<file path="src/rtl/program_counter_pkg.sv">
// Shared constants for the program counter: default width and the
// all-ones / all-zero patterns used by the wrap detector.
package program_counter_pkg;

  localparam int unsigned PC_WIDTH = 16;

  // Fill bits replicated to any WIDTH, so parameterised instances share them.
  localparam logic PC_FILL_ONE  = 1'b1;
  localparam logic PC_FILL_ZERO = 1'b0;

  // Default-width terminal values.
  localparam logic [PC_WIDTH-1:0] PC_ALL_ONES = {PC_WIDTH{PC_FILL_ONE}};
  localparam logic [PC_WIDTH-1:0] PC_ZERO     = {PC_WIDTH{PC_FILL_ZERO}};

endpackage : program_counter_pkg

</file>
<file path="src/rtl/program_counter_register_w.sv">
// WIDTH-bit storage register with load enable, async active-low reset to 0.
// Ports: clk, rst_n, en_i (capture d_i on this edge), d_i (next value),
//        q_o (stored value).
module register_w
  import program_counter_pkg::*;
#(
  parameter int unsigned WIDTH = PC_WIDTH
) (
  input  logic             clk,
  input  logic             rst_n,
  input  logic             en_i,
  input  logic [WIDTH-1:0] d_i,
  output logic [WIDTH-1:0] q_o
);

  logic [WIDTH-1:0] data_q;

  // Storage flop.
  always_ff @(posedge clk or negedge rst_n) begin
    if (!rst_n) begin
      data_q <= {WIDTH{PC_FILL_ZERO}};
    end else if (en_i) begin
      data_q <= d_i;
    end
  end

  assign q_o = data_q;

endmodule : register_w

</file>
<file path="src/rtl/program_counter.sv">
// Loadable, clearable up-counter with a registered wrap pulse.
// Ports: clk, rst_n (async active-low), in (load value), load, inc,
//        clr (synchronous clear), out (current count), wrap (one-cycle
//        pulse after an increment from all-ones to zero).
// Action priority per edge: clr, then load, then inc, then hold.
module program_counter
  import program_counter_pkg::*;
#(
  parameter int unsigned WIDTH = PC_WIDTH
) (
  input  logic             clk,
  input  logic             rst_n,
  input  logic [WIDTH-1:0] in,
  input  logic             load,
  input  logic             inc,
  input  logic             clr,
  output logic [WIDTH-1:0] out,
  output logic             wrap
);

  localparam logic [WIDTH-1:0] ALL_ONES = {WIDTH{PC_FILL_ONE}};
  localparam logic [WIDTH-1:0] ZERO     = {WIDTH{PC_FILL_ZERO}};

  logic [WIDTH-1:0] count_q;
  logic [WIDTH-1:0] count_d;
  logic             count_en;
  logic             wrap_d;
  logic             wrap_q;

  register_w #(
    .WIDTH (WIDTH)
  ) u_count (
    .clk   (clk),
    .rst_n (rst_n),
    .en_i  (count_en),
    .d_i   (count_d),
    .q_o   (count_q)
  );

  // Next-value priority mux, incrementer and wrap detector.
  always_comb begin
    count_d  = count_q;
    count_en = 1'b0;
    wrap_d   = 1'b0;
    if (clr) begin
      count_d  = ZERO;
      count_en = 1'b1;
    end else if (load) begin
      count_d  = in;
      count_en = 1'b1;
    end else if (inc) begin
      // Carry out of the top bit is dropped; wrap flags that case instead.
      count_d  = count_q + WIDTH'(1);
      count_en = 1'b1;
      wrap_d   = (count_q == ALL_ONES);
    end
  end

  // Wrap pulse flop.
  always_ff @(posedge clk or negedge rst_n) begin
    if (!rst_n) begin
      wrap_q <= 1'b0;
    end else begin
      wrap_q <= wrap_d;
    end
  end

  assign out  = count_q;
  assign wrap = wrap_q;

endmodule : program_counter

</file>
<file path="config.mk">
export PLATFORM = sky130hd
export DESIGN_NAME = program_counter
export DESIGN_NICKNAME = d
export VERILOG_FILES = /design/src/rtl/program_counter_pkg.sv /design/src/rtl/program_counter_register_w.sv /design/src/rtl/program_counter.sv
export SDC_FILE = /design/constraint.sdc
export NUM_CORES = 1
export LEC_CHECK = 0
export CORE_MARGIN = 8
export CORE_UTILIZATION = 25
export DETAILED_ROUTE_END_ITERATION = 12
export PLACE_DENSITY_LB_ADDON = 0.25
export SLEW_MARGIN = 0
export SYNTH_ARGS = -nofsm -noshare
export SYNTH_HDL_FRONTEND = slang
export SYNTH_SLANG_ARGS = --single-unit
</file>
<file path="constraint.sdc">
create_clock -name clk -period 3.8 [get_ports clk]
set_input_delay 0.76 -clock clk [delete_from_list [all_inputs] [get_ports clk]]
set_output_delay 0.76 -clock clk [all_outputs]
set_load 0.01 [all_outputs]
</file>
---- Word-level counts from Yosys, hierarchy flattened ----
Cells that the tools add are included.
word-level totals
  register bits ........................... 17
  bits of input ports ..................... 21
operators by class
  add/sub/neg operators ................... 1
  eq/ne operators ......................... 1
  muxes and demuxes ....................... 9
  reduce and logical (&&, ||, !) cells .... 2
operator list
  operator                                        count
  2-to-1 mux 16 bit                               3
  adder 16 x 1 -> 16 bit (second input constant)  1
  == test 16 bit (second input constant)          1
  2-to-1 mux 1 bit                                6
  nonzero test 3 bit                              1
  AND reduction 2 bit                             1

---- Longest topological paths before layout ----
  depth after elaboration ................. 4
  depth in mapped cells ................... 5
  gate-level depth less buffers ........... 5

---- Modules after synthesis ----
Synthesis repeated with hierarchy kept, for this count alone.
unflattened totals
  cells, all modules ...................... 129
  area total of the unflattened synthesis .. 1,303.8 sq um
by module, submodules not included
  module           instances  cells an instance  area each (sq um)  seq. area each (sq um)
  program_counter  1          95                 654.4              25.0
  register_w       1          34                 649.4              400.4

---- Worst setup path after synthesis ----
Ideal clock, no wire load.
  kind .................................... input port to flip-flop
  start point ............................. input port inc
  end point ............................... register u_count.data_q[14] (netlist: u_count.q_o[14])
  library setup time ...................... 99 ps
  arrival ................................. 1,617 ps
  setup slack ............................. 2,084 ps
  stages on the path ...................... 4
  buffers on the path ..................... 0
  cell sequence ........................... and3_4 nand3_4 or3_1 a311oi_1
between the ends
  longest elaborated chain between the ends .. 4
  elaborated cells between the ends (all ways) .. 5
  those cells by class .................... mux (3); reduce/logical (2)
ends and longest elaborated chain
  element                                   line                              RTL
  from (decl)                               program_counter.sv:15             input logic inc,
  2-to-1 mux 1 bit                          program_counter.sv:51             end else if (inc) begin
  2-to-1 mux 1 bit                          program_counter.sv:48             end else if (load) begin
  2-to-1 mux 1 bit                          program_counter.sv:45             if (clr) begin
  AND reduction 2 bit (no source line) (*)  n/a
  to (signal assigned)                      program_counter_register_w.sv:21  data_q <= {WIDTH{PC_FILL_ZERO}};
  to (signal assigned)                      program_counter_register_w.sv:23  data_q <= d_i;
  to (decl)                                 program_counter_register_w.sv:16  logic [WIDTH-1:0] data_q;
Every way passes the cells marked *; elsewhere a longest branch is shown, timed or not.
A chain may end at the register's enable or synchronous reset.

---- Worst setup path after layout ----
  start point ............................. input port load
  end point ............................... register u_count.data_q[15] (netlist: u_count.q_o[15])
between the ends
  longest elaborated chain between the ends .. 3
  elaborated cells between the ends (all ways) .. 6
  those cells by class .................... mux (4); reduce/logical (2)
ends and longest elaborated chain
  element                               line                   RTL
  from (decl)                           program_counter.sv:14  input logic load,
  2-to-1 mux 1 bit                      program_counter.sv:48
  2-to-1 mux 1 bit                      program_counter.sv:45
  AND reduction 2 bit (no source line)  n/a
Parallel ways exist; a longest one is shown, timed or not.

==> run summary <==
After Yosys synthesis, and, or, nand and nor cells account for 28.55% of the synthesized area. The primary flip-flop cell chosen by synthesis mapping was dfrtp_1. The number of failing setup endpoints in the final timing report came out at 0. The count of final max-slew check failures was 0; the count of cells resized by post-cts repair was 0. Area added between synthesis and finish: 45.76%. The run finished with clean final reports. Measured against the total synthesized area, the mux share comes to 0.9975%.

The area fraction in compound gates after synthesis came out at 13.84%. The tools report the critical path launch point type as a primary input. The overall die area was 6297 um2. The delay contributed by the slowest stage of the critical path came out at 600 ps.

The clock passes through at most 2 buffers. After Yosys synthesis, full adders, half adders and majority gates account for 1.247% of the synthesized area. Mean number of vias per cell: 4.938. The number of flops mapped to enable cells by yosys was 0. After synthesis, the most frequently instantiated cells are 17 x dfrtp_1, 12 x nand2_1, 12 x nor2_1, 7 x a211oi_1, 7 x xnor2_1. The kind of cell with the highest combined delay along the critical path is buffers and inverters.

The clock net in this run drives a total of 17 sinks. The total leakage power is 0.0005387 uW, and the power density over cell area is 294.8 nW/um2. The die is 79.36 um wide.

The worst path needs 2233 ps of the cycle, external delays included. The worst hold slack after final layout was 589.3 ps. 38 I/O pins were placed. The async set or reset register ratio after synthesis was 100.0%; the timing-limited maximum frequency was 447.7 MHz. The synthesized area divided by synthesized cell count works out to 9.291 um2. Global routing used 9.270% of the available tracks across all layers. For this design, the slowest cell found on the critical path is clkdlybuf4s50_1. Synthesis inferred 17 register bits. The slew at the pin closest to its max-slew limit is 806.8 ps.

TritonCTS built the clock tree. After layout, the worst path uses 58.77% of the clock period. For this run, design rule violations remaining after detail routing come to 0.

Among all cell types in the netlist, the one instantiated most often is dfrtp_1. The detailed-route wire length was 2895 um. The pre-antenna-repair detailed-routing pass consisted of 4 iterations. After clock tree synthesis, the clock-pin slew on the worst setup and hold paths is 60 ps. Of all nets on the critical path, the largest fanout is 23. The buffers plus inverters on the worst setup path is 2, and the number of input and output port buffers inserted is 37.

dfrtp_1 takes more of the synthesized area than any other cell. STA classifies the critical path endpoint as a flip-flop. Data on the critical path is required at its endpoint by 3930 ps.

The root buffer selected by CTS is clkbuf_8. The run gives 0 as the remaining antenna violation count after routing. The number of H-tree levels was 1. After synthesis, the largest family of logic cells by area is simple AND/OR/NAND/NOR gates. The run gives 3943 um2 as the total core area.

IR analysis of the VDD net gives a maximum drop of 130.3 uV. The run gives 0 as the number of hold buffers added after cts. The final route contains 958 vias.

The cell area after synthesis is 1003 um2. Critical path start-end classification: primary input to flip-flop. The area share of the largest cell type after synthesis was 42.39%; the number of standard-cell rows in the floorplan was 23. Entering global routing, the biggest net connects 24 pins.

By area the synthesized netlist is led by dfrtp_1 42%, xnor2_1 6.1%, a211oi_1 5.2%. Setup repair after global routing left no endpoint under its margin. At the end of the flow, the number of nets in the layout was 167. At the end of routability-driven placement, the weighted congestion stood at 0.7782. The number of DRC markers in iteration 0 came out at 21. The min-delay analysis places its worst path in the category flip-flop to flip-flop. The logs give 108 for the gate count of the mapped netlist and 29 for the number of distinct library cells after synthesis. Summing the areas of all xor and xnor instances in the mapped netlist gives 9.601% of the synthesized area.

The number of nets produced by synthesis came out at 130. The first global-routing pass estimated 4754 um of wire. Buffers added to address setup during post-CTS repair amount to 0. The average routed wire per standard cell works out to 14.92 um. After filler insertion, the fill cell instance count of the layout stands at 380. Max-cap violations in this run came to 0.

The count of synthesis-stage warnings from yosys was 0. The final-layout setup total negative slack came out at 0 ps. TritonCTS created 3 clock buffers. Clock latency on the worst-skew pair, taken at its later pin, is 250 ps. Data on the critical path arrives at its endpoint at 2360 ps.

The initial antenna violation count was 0; the sum of net half-perimeters after detailed placement was 2221 um. The tools report the number of global-route vias before repair as 1025. Traced cell by cell, the critical path runs through clkdlybuf4s50_1 -> inv_1 -> nor3b_1 -> a31oi_1 -> o211ai_1.

The share of the Yosys chip area taken by registers is 42.39%. The initial utilization of the core area, before any placement, comes to 25.45%. The run gives 46.05% as the worst slew margin relative to its limit. Final number of hold-violating endpoints: 0. The tools report the largest clock skew in the final design as 1.197 ps.

For the total overflow reported by the global router, the log shows 0. The antenna cell count came out at 0. The floorplan die height was 79.36 um; the fraction of layout instances using a drive strength above 1 was 6.250%.
==> per-stage QoR <==
| step | setup slack [ps] | utilization, % | cell area [um2] | power, uW | instances |
|---|---|---|---|---|---|
| floorplan | 2084 | - | 1003 | 244.5 | 108 |
| global placement | 1351 | 35.96 | 1418 | 300.3 | 190 |
| global route | 1421 | 37.10 | 1463 | 457.7 | 194 |
| finish | 1567 | 37.10 | 1463 | 431.2 | 194 |
| CTS | 1579 | 37.10 | 1463 | 438.7 | 194 |
| detailed placement | 1319 | 35.96 | 1418 | 301.8 | 190 |
==> report_power, final <==
part / total [uW] / internal, uW / switching, uW
Clock: 134 / 74.4 / 59.3
Sequential: 208 / 192 / 16.0
Combinational: 89.2 / 51.4 / 37.8
Total: 431 / 318 / 113
==> worst paths after layout <==
| kind | start | end | slack [ps] | depth (start not counted) |
|---|---|---|---|---|
| setup / recovery | load | u_count.q_o[15] | 1570 | 5 |
| hold / removal | u_count.q_o[15] | wrap | 590 | 2 |
| setup reg to reg | u_count.q_o[0] | u_count.q_o[14] | 2130 | 5 |
| hold reg to reg | u_count.q_o[15] | wrap | 590 | 2 |
| max in group asynchronous | rst_n | u_count.q_o[8] | 2320 | 1 |
| min in group asynchronous | rst_n | u_count.q_o[14] | 980 | 1 |
==> registers in the layout, summed over array words and instances (netlist names) <==
name and cells:
u_count.q_o 16, wrap 1
==> cells by family after synthesis <==
group | Yosys count
AOI/OAI and AO/OA | 21
DFF | 17
adders and majority gates | 1
muxes | 1
and+or+nand+nor | 48
buffers and inverters | 9
xor gates and xnor gates | 11
==> worst min-delay path, delay by kind of cell, from the launching register on <==
| kind | cells | cell delay, ps |
|---|---|---|
| flops | 1 | 410 |
| simple gates | 2 | 140 |
==> layout make-up <==
class / instances / area [um2] / area share, %
multi-input combinational: 82 / 544.3 / 37.21
inverter: 4 / 15.01 / 1.027
timing repair buffer: 37 / 370.4 / 25.32
sequential: 17 / 425.4 / 29.08
clock buffer: 4 / 45.04 / 3.080
tap: 50 / 62.56 / 4.277
==> cell usage in the layout, fill, tap and decap left out, drive strengths merged, types with 2 or more instances in the layout <==
cell	n
nor3	3
a311oi	2
o21ai	2
inv	4
nor2	12
xor2	4
nand4	6
dfrtp	17
nor4	2
xnor2	7
a21oi	6
clkbuf	4
or3	2
clkdlybuf4s50	37
and4	3
a31oi	2
a211oi	7
nand3	4
nand2	12
==> per-layer routing <==
| metal | GRT usage (%) | part of all wire, % | up-vias |
|---|---|---|---|
| met5 | 0 | 0 | - |
| met1 | 11.21 | 46 | 461 |
| li1 | - | - | 464 |
| met3 | 3.386 | 7.5 | 5 |
| met4 | 3.148 | 1.1 | 0 |
| met2 | 14.79 | 45 | 28 |
No activity file was read; power rests on OpenSTA's default activity.
